$ cat config.mk
export PLATFORM = sky130hd
export DESIGN_NAME = ex_count_mon_flat
export DESIGN_NICKNAME = d
export VERILOG_FILES = /design/src/rtl/ex_count_mon_if.sv /design/src/rtl/ex_count_mon.sv /design/src/flat_wrapper.sv
export SDC_FILE = /design/constraint.sdc
export NUM_CORES = 1
export LEC_CHECK = 0
export ABC_AREA = 1
export CAP_MARGIN = 5
export CORE_MARGIN = 4
export CORE_UTILIZATION = 52
export DETAILED_ROUTE_END_ITERATION = 8
export PLACE_DENSITY = 0.73
export REMOVE_ABC_BUFFERS = 1
export SLEW_MARGIN = 40
export SYNTH_ARGS = -nofsm -noshare
export SYNTH_HDL_FRONTEND = slang
export SYNTH_SLANG_ARGS = --single-unit
$ cat constraint.sdc
create_clock -name safe_clk -period 5.68 [get_ports safe_clk]
set_clock_uncertainty 0.1 [all_clocks]
set_input_delay 1.136 -clock safe_clk [delete_from_list [all_inputs] [get_ports safe_clk]]
set_output_delay 1.136 -clock safe_clk [all_outputs]
set_load 0.02 [all_outputs]
$ cat src/rtl/ex_count_mon_if.sv
// Monitor status bundle: looped-back square wave and clear in, period/lock/error status out.
// EX_MON_MINMAX_EN adds min_period/max_period to the modports.
interface ex_count_mon_if #(
    parameter int CNT_W = 24
);
    logic             sig_in;
    logic             clr_err;
    logic [CNT_W-1:0] period;
    logic             period_vld;
    logic             ok;
    logic             err;
    logic             timeout;
    logic [CNT_W-1:0] min_period;
    logic [CNT_W-1:0] max_period;

`ifdef EX_MON_MINMAX_EN
    modport master (
        output sig_in, clr_err,
        input  period, period_vld, ok, err, timeout, min_period, max_period
    );
    modport slave (
        input  sig_in, clr_err,
        output period, period_vld, ok, err, timeout, min_period, max_period
    );
`else
    modport master (
        output sig_in, clr_err,
        input  period, period_vld, ok, err, timeout
    );
    modport slave (
        input  sig_in, clr_err,
        output period, period_vld, ok, err, timeout
    );
`endif
endinterface

$ cat src/rtl/ex_count_mon.sv
// Period/lock checker for an asynchronous square wave, measured in safe_clk cycles.
// Define EX_MON_MINMAX_EN to also track min/max period since the last clr_err.
module ex_count_mon #(
    parameter int CNT_W      = 24,
    parameter int EXP_PERIOD = 1000000,
    parameter int TOL        = 16,
    parameter int LOCK_N     = 4,
    parameter int TIMEOUT    = 2000000
) (
    input logic            safe_clk,
    input logic            safe_reset_n,
    ex_count_mon_if.slave  mon
);
    localparam int GW = $clog2(LOCK_N + 1);
    localparam logic [CNT_W-1:0] TMO_LAST = CNT_W'(TIMEOUT - 1);
    localparam logic [CNT_W:0]   EXP_X    = (CNT_W+1)'(EXP_PERIOD);
    localparam logic [CNT_W:0]   TOL_X    = (CNT_W+1)'(TOL);
    localparam logic [GW-1:0]    LOCK_G   = GW'(LOCK_N);

    typedef enum logic [1:0] {IDLE, ARM, RUN, TMO} state_t;

    state_t           state, state_nxt;
    logic             sync_a, sync_b, hist;
    logic             rise;
    logic [CNT_W-1:0] cnt;
    logic [CNT_W-1:0] meas;
    logic [CNT_W:0]   meas_x;
    logic             in_rng;
    logic             publish, to_enter, err_set;
    logic [GW-1:0]    good_cnt, good_inc;

    logic [CNT_W-1:0] period_q;
    logic             vld_q, ok_q, err_q, to_q;

    // sync_a/sync_b resolve metastability; hist holds the previous settled level
    always_ff @(posedge safe_clk or negedge safe_reset_n) begin
        if (!safe_reset_n) begin
            sync_a <= 1'b0;
            sync_b <= 1'b0;
            hist   <= 1'b0;
        end else begin
            sync_a <= mon.sig_in;
            sync_b <= sync_a;
            hist   <= sync_b;
        end
    end

    assign rise = sync_b & ~hist;

    // Free-running distance counter, saturating so a dead input never aliases
    always_ff @(posedge safe_clk or negedge safe_reset_n) begin
        if (!safe_reset_n)
            cnt <= '0;
        else if (rise)
            cnt <= '0;
        else if (cnt != '1)
            cnt <= cnt + CNT_W'(1);
    end

    assign meas   = cnt + CNT_W'(1);
    assign meas_x = {1'b0, meas};
    // Lower bound written as meas+TOL >= EXP so a TOL larger than EXP cannot underflow
    assign in_rng = ((meas_x + TOL_X) >= EXP_X) && (meas_x <= (EXP_X + TOL_X));

    always_ff @(posedge safe_clk or negedge safe_reset_n) begin
        if (!safe_reset_n)
            state <= IDLE;
        else
            state <= state_nxt;
    end

    always_comb begin
        state_nxt = state;
        publish   = 1'b0;
        to_enter  = 1'b0;
        case (state)
            IDLE: if (rise) state_nxt = ARM;
            ARM, RUN: begin
                if (rise) begin
                    state_nxt = RUN;
                    publish   = 1'b1;
                end else if (cnt == TMO_LAST) begin
                    state_nxt = TMO;
                    to_enter  = 1'b1;
                end
            end
            TMO: if (rise) state_nxt = ARM;
            default: state_nxt = IDLE;
        endcase
    end

    assign good_inc = (good_cnt == LOCK_G) ? good_cnt : good_cnt + GW'(1);
    assign err_set  = to_enter | (publish & ~in_rng);

    always_ff @(posedge safe_clk or negedge safe_reset_n) begin
        if (!safe_reset_n) begin
            period_q <= '0;
            vld_q    <= 1'b0;
        end else begin
            vld_q <= publish;
            if (publish)
                period_q <= meas;
        end
    end

    always_ff @(posedge safe_clk or negedge safe_reset_n) begin
        if (!safe_reset_n) begin
            good_cnt <= '0;
            ok_q     <= 1'b0;
        end else if (to_enter) begin
            good_cnt <= '0;
            ok_q     <= 1'b0;
        end else if (publish) begin
            if (in_rng) begin
                good_cnt <= good_inc;
                ok_q     <= (good_inc == LOCK_G);
            end else begin
                good_cnt <= '0;
                ok_q     <= 1'b0;
            end
        end
    end

    always_ff @(posedge safe_clk or negedge safe_reset_n) begin
        if (!safe_reset_n)
            to_q <= 1'b0;
        else if (to_enter)
            to_q <= 1'b1;
        else if (state == TMO && rise)
            to_q <= 1'b0;
    end

    // A new error in the same cycle as clr_err must not be lost
    always_ff @(posedge safe_clk or negedge safe_reset_n) begin
        if (!safe_reset_n)
            err_q <= 1'b0;
        else if (err_set)
            err_q <= 1'b1;
        else if (mon.clr_err)
            err_q <= 1'b0;
    end

    assign mon.period     = period_q;
    assign mon.period_vld = vld_q;
    assign mon.ok         = ok_q;
    assign mon.err        = err_q;
    assign mon.timeout    = to_q;

`ifdef EX_MON_MINMAX_EN
    logic [CNT_W-1:0] min_q, max_q;

    always_ff @(posedge safe_clk or negedge safe_reset_n) begin
        if (!safe_reset_n) begin
            min_q <= '1;
            max_q <= '0;
        end else if (mon.clr_err) begin
            min_q <= publish ? meas : '1;
            max_q <= publish ? meas : '0;
        end else if (publish) begin
            if (meas < min_q) min_q <= meas;
            if (meas > max_q) max_q <= meas;
        end
    end

    assign mon.min_period = min_q;
    assign mon.max_period = max_q;
`endif

    // Rising edges are at least two cycles apart, so strobes never abut
    a_vld_single: assert property (@(posedge safe_clk) disable iff (!safe_reset_n)
        mon.period_vld |=> !mon.period_vld);
    a_to_not_ok: assert property (@(posedge safe_clk) disable iff (!safe_reset_n)
        mon.timeout |-> !mon.ok);
    a_err_sticky: assert property (@(posedge safe_clk) disable iff (!safe_reset_n)
        $fell(mon.err) |-> $past(mon.clr_err));

endmodule

$ cat src/flat_wrapper.sv
// flat-port wrapper written by rule: the top's interface ports become plain ports
module ex_count_mon_flat 
#(
    parameter int CNT_W      = 24,
    parameter int EXP_PERIOD = 1000000,
    parameter int TOL        = 16,
    parameter int LOCK_N     = 4,
    parameter int TIMEOUT    = 2000000
)
  (safe_clk, safe_reset_n, mon_sig_in, mon_clr_err, mon_period, mon_period_vld, mon_ok, mon_err, mon_timeout);
  ex_count_mon_if #(.CNT_W(CNT_W)) mon_i ();
  input logic safe_clk;
  input logic safe_reset_n;
  input wire logic [$bits(mon_i.sig_in)-1:0] mon_sig_in;
  input wire logic [$bits(mon_i.clr_err)-1:0] mon_clr_err;
  output wire logic [$bits(mon_i.period)-1:0] mon_period;
  output wire logic [$bits(mon_i.period_vld)-1:0] mon_period_vld;
  output wire logic [$bits(mon_i.ok)-1:0] mon_ok;
  output wire logic [$bits(mon_i.err)-1:0] mon_err;
  output wire logic [$bits(mon_i.timeout)-1:0] mon_timeout;
  assign mon_i.sig_in = mon_sig_in;
  assign mon_i.clr_err = mon_clr_err;
  assign mon_period = mon_i.period;
  assign mon_period_vld = mon_i.period_vld;
  assign mon_ok = mon_i.ok;
  assign mon_err = mon_i.err;
  assign mon_timeout = mon_i.timeout;
  ex_count_mon #(.CNT_W(CNT_W), .EXP_PERIOD(EXP_PERIOD), .TOL(TOL), .LOCK_N(LOCK_N), .TIMEOUT(TIMEOUT)) u_core (.safe_clk(safe_clk), .safe_reset_n(safe_reset_n), .mon(mon_i));
endmodule
### Word-level counts from Yosys, hierarchy flattened

Cells that the tools add are included.

| operators by class | value |
|---|---|
| bitwise gates (word level) | 5 |
| $add $sub $neg | 3 |
| shifts and indexed selects | 0 |
| multipliers | 0 |
| equal/unequal tests | 9 |
| reduce and logical (&&, ||, !) cells | 10 |
| divide/modulo/power cells | 0 |
| multiplexer cells | 22 |
| magnitude comparators | 2 |

Operators by type and width:

| cell | count |
|---|---|
| $mux W24 | 2 |
| $add A24 B5 Y25 const B | 1 |
| $ge A25 B20 Y1 const B | 1 |
| $add A24 B1 Y24 const B | 1 |
| $eq A24 B21 Y1 const B | 1 |
| $le A24 B20 Y1 const B | 1 |
| $ne A24 B24 Y1 const B | 1 |
| $mux W1 | 12 |
| $mux W3 | 4 |
| $reduce_bool A2 Y1 | 4 |
| $eq A3 B3 Y1 const B | 2 |
| $mux W2 | 3 |
| $eq A2 B2 Y1 const B | 2 |
| $pmux W2 S2 | 1 |
| $reduce_or A2 Y1 | 2 |
| $add A3 B1 Y3 const B | 1 |
| $ne A3 B1 Y1 const B | 1 |
| $and A1 B1 Y1 | 2 |
| $eq A2 B1 Y1 const B | 1 |
| $logic_and A1 B1 Y1 | 2 |
| $logic_not A2 Y1 | 1 |
| $ne A2 B1 Y1 const B | 1 |
| $not A1 Y1 | 2 |
| $reduce_and A2 Y1 | 1 |
| $or A1 B1 Y1 | 1 |

| storage, ports and cells | value |
|---|---|
| latch bits | 0 |
| RAM bits | 0 |
| register bits | 60 |
| word-level logic and storage cells | 62 |
| memory bits (read-only) | 0 |
| memories | 0 |

### Logic depth before layout (Yosys ltp)

| logic depth | value |
|---|---|
| word-level depth | 8 |
| gate-level depth with buffers | 22 |

### Worst setup path after synthesis

OpenSTA, ideal clock, no wires.

| path | value |
|---|---|
| path kind | reg2reg |
| start point | register u_core.cnt[0] |
| end point | register u_core.err_q (netlist: u_core.mon.err) |
| data required time | 5464 ps |
| data arrival time | 2149 ps |
| path slack | 3315 ps |
| cell stages (with the launch flop) | 22 |
| buffers on the path | 0 |
| cells stage by stage | dfrtp_1 -> ha_1 -> nand2_2 -> nor2_8 -> nand2_1 -> nand2_1 -> inv_1 -> nand2_2 -> nor2_2 -> nand2_2 -> nor2_8 -> nand2_1 -> nand2_1 -> nand3_1 -> clkinv_1 -> nand3_2 -> nor2_1 -> nor2_1 -> nand2_2 -> nand2_4 -> nand2_1 -> nand2_1 |

| between the ends | value |
|---|---|
| longest elaborated chain between the ends | 8 |
| elaborated cells between the ends (all ways) | 14 |
| classes of those cells | add/sub (2); order compare (2); eq/ne (1); mux (4); bitwise (3); reduce/logical (2) |

Ends and longest elaborated chain:

| what | line | RTL |
|---|---|---|
| start: declaration | ex_count_mon.sv:25 | `logic [CNT_W-1:0] cnt;` |
| start signal: assignment | ex_count_mon.sv:57 | `cnt <= cnt + CNT_W'(1);` |
| $add A24 B1 Y24 | ex_count_mon.sv:60 | `assign meas = cnt + CNT_W'(1);` |
| $add A24 B5 Y25 | ex_count_mon.sv:63 | `assign in_rng = ((meas_x + TOL_X) >= EXP_X) && (meas_x <= (EXP_X + TOL_X));` |
| $ge A25 B20 Y1 | ex_count_mon.sv:63 |  |
| $logic_and A1 B1 Y1 | ex_count_mon.sv:63 |  |
| $not A1 Y1 | ex_count_mon.sv:93 | `assign err_set = to_enter \| (publish & ~in_rng);` |
| $and A1 B1 Y1 | ex_count_mon.sv:93 |  |
| $or A1 B1 Y1 * | ex_count_mon.sv:93 |  |
| $mux W1 or $reduce_bool A2 Y1 (tied branches) | n/a |  |
| end signal: assignment | ex_count_mon.sv:136 | `err_q <= 1'b0;` |
| end signal: assignment | ex_count_mon.sv:138 | `err_q <= 1'b1;` |
| end signal: assignment | ex_count_mon.sv:140 | `err_q <= 1'b0;` |
| end: declaration | ex_count_mon.sv:33 | `logic vld_q, ok_q, err_q, to_q;` |

Every way passes the cells marked *; elsewhere a longest branch is shown, timed or not.
A chain may end at the register's enable or synchronous reset.

### Worst setup path in the final report

Ends and elaborated chain as after synthesis.

==> impl_metrics.yaml <==
cells_and_area:
  n_fill_cell: 683
  layout_common_cells: "nand2_1, inv_1, dfrtp_1"
  register_area_um2: 1500
  layout_commonest_cell: "nand2_1"
  n_antenna_cell: 0
  drive_above_1_share_pct: 14.2
  nNetsFinal: 555
  syn_to_final_growth_pct: 16.1
  multi_input_area_um2: 1980
detailed_routing:
  first_iter_violations: 243
  drtPass1Iterations: 4
  drtAntennaViolNets: 0
  routed_wl_um: 9470
  met2_length_um: 4410
  routedWlPerCell_um: 14.7
  viasPerCell: 5.22
  top_layer: "met4"
  wl_met1_um: 4410
  met3_wirelength_um: 456
  drc: 0
  vias: 3367
worst_setup_path:
  arrival_ns: 2.96
  reg2regPathDepth: 19
  r2r-end: "u_core.mon.err"
  start_kind: "flop"
  r2r_setup_slack_ns: 2.85
  critical_path_class: "flop to flop"
  rr_startpoint: "u_core.cnt[0]"
  cp-end-kind: "flop"
  cp_max_fo: 7
  worstPathRequired_ns: 5.81
die:
  initial_utilization_pct: 54.4
  chipWidth_um: 93.0
  die_area_um2: 8650
  fp.coreArea_um2: 6910
  dieHeight_um: 93.0
  io_pins: 32
  num_rows: 30
yosys:
  avgSynthCellArea_um2: 7.38
  synth_warnings: 0
  netlist_instances: 509
  synth_flop_cell: "dfrtp_1"
  yosysTopAreaCell: "dfrtp_1"
  async_reset_ff_share_pct: 100
  netlist_top_cells_area: "dfrtp_1, nand2_1, o21ai_0, inv_1, nand3_1"
  synth.ff_latch_count: 60
  synth_top_area_share_pct: 39.9
  yosysUniqueCellTypes: 29
  yosysSeqAreaShare_pct: 39.9
  synth_edf_count: 0
  syn_area_um2: 3760
grt:
  grt_overflow: 0
  grt_pass1_vias: 3399
  grt.total_usage_pct: 24.1
  grt_pass1_wl_um: 16300
  antenna_found_initial: 0
  grt_max_degree: 61
power:
  p_switching_uw: 322
  power_density_nw_per_um2: 239
  intPower_uw: 721
  clkPwrFrac_pct: 33.6
  leakage_uw: 0.00205
  p_comb_share_pct: 19.5
  swShare_pct: 30.9
  pwr-share-seq_pct: 46.9
  vdd.ir_drop.worst_mv: 0.240
  p_total_uw: 1040
placement:
  portBuffers: 31
  routabilityCongestion: 0.956
  post-dp-hpwl_um: 7080
timing:
  final_max_slew_viol_count: 0
  finalCriticalPeriod_ns: 2.83
  max_freq_mhz: 353
  finalSetupViolCount: 0
  whs_ns: 0.259
  maxSlewHeadroom_pct: 62.3
  rsz0062_at_grt: "false"
  fin_crit_sh_pct: 49.8
  tns_ns: 0
  worst_pin_slew_ns: 0.566
  hold_viol_final: 0
clock_network:
  clk_path_buf_depth: 2
  cts_tree: "done"
  post_cts.repair.setup_buffers: 0
  path_clk_slew_ns: 0.06
  postCtsHoldBufs: 0
  numClockSinks: 60
  cts_buffers: 9
  clk_latency_ns: 0.34
  cts_resized: 0
  clock-root-buffer: "clkbuf_8"
  htree_levels: 3
min_path:
  hold_depth: 0
  min_path_type: "flop to flop"
  hp-start: "u_core.sync_a"
  min_to: "u_core.sync_b"
job:
  drv_cap: 0
run_status:
  outcome: "finished, final reports clean"
==> worst max-delay path by stage <==
stage	startpoint	endpoint	slack [ns]	depth (start not counted)
after floorplan	u_core.hist	u_core.good_cnt[2]	3.10	7
after global placement	u_core.cnt[0]	u_core.mon.err	3.00	20
after detailed placement	u_core.cnt[0]	u_core.mon.err	2.92	11
after global routing	u_core.cnt[0]	u_core.mon.err	2.55	20
after CTS	u_core.cnt[0]	u_core.mon.err	2.87	11
final	u_core.cnt[0]	u_core.mon.err	2.85	19
==> per-stage QoR <==
stage          setup WS, ns  utilization (%)  cells  instance area, um2
2_1_floorplan          3.10                -    500                3720
3_3_place_gp           3.00             60.4    630                4170
3_5_place_dp           2.92             60.6    631                4180
4_1_cts                2.87             63.1    645                4360
5_1_grt                2.55             63.2    645                4360
6_report               2.85             63.2    645                4360
==> area by class of cell <==
cell class,instances,area share [%]
clock inverter,2,0.229
timing repair buffer,35,7.86
tap,96,2.75
multi-input combinational,376,45.5
sequential,60,34.4
inverter,64,5.51
clock buffer,12,3.79
==> cell usage after synthesis (8+ instances only) <==
| library cell | instances |
|---|---|
| inv_1 | 60 |
| xor2_1 | 8 |
| o21ai_0 | 54 |
| nand3_1 | 33 |
| nor3_1 | 8 |
| nand2_2 | 16 |
| nor2_2 | 10 |
| dfrtp_1 | 60 |
| nor2_1 | 36 |
| nand4_1 | 17 |
| clkbuf_1 | 9 |
| nor2_4 | 11 |
| nand2_1 | 143 |
| nand2_4 | 9 |
==> routing by layer <==
layer | GRT usage [%] | vias up
met1 | 32.0 | 1560
li1 | - | 1710
met3 | 4.26 | 15
met4 | 10.4 | 0
met5 | 0 | -
met2 | 38.6 | 82
==> kinds of logic after synthesis <==
group,synth area share [%]
simple gates,40.0
compound gates,9.25
fa+ha+maj,1.66
xor+xnor,1.86
flops,39.9
buf+inv,7.29
==> registers in the layout (all words and copies together), names as in the netlist <==
register               flops
u_core.state               2
u_core.mon.ok              1
u_core.hist                1
u_core.sync_a              1
u_core.mon.err             1
u_core.mon.timeout         1
u_core.mon.period         24
u_core.cnt                24
u_core.mon.period_vld      1
u_core.sync_b              1
u_core.good_cnt            3
==> power by group through the flow <==
stage | sequential (uW) | combinational [uW] | clock, uW
6_report | 489 | 204 | 350
5_1_grt | 494 | 229 | 376
4_1_cts | 489 | 205 | 363
3_5_place_dp | 497 | 204 | 0
3_3_place_gp | 495 | 204 | 0
2_1_floorplan | 513 | 102 | 0
==> worst max-delay path: stages, from the launching register on <==
cell	delay (ns)
dfrtp_1	0.46
ha_1	0.29
nand3_1	0.14
nor2_1	0.07
nand2_1	0.07
nand2_1	0.19
nor2_4	0.18
nand2_4	0.11
nor2_4	0.12
nor2_1	0.05
nor2_1	0.14
nand2_1	0.08
nor2_1	0.15
nand3_1	0.10
nor2_1	0.10
nor2_1	0.05
nand2_2	0.10
nand2_4	0.08
nand2_1	0.07
nand2_1	0.05
Power figures use the tool's default switching activity.
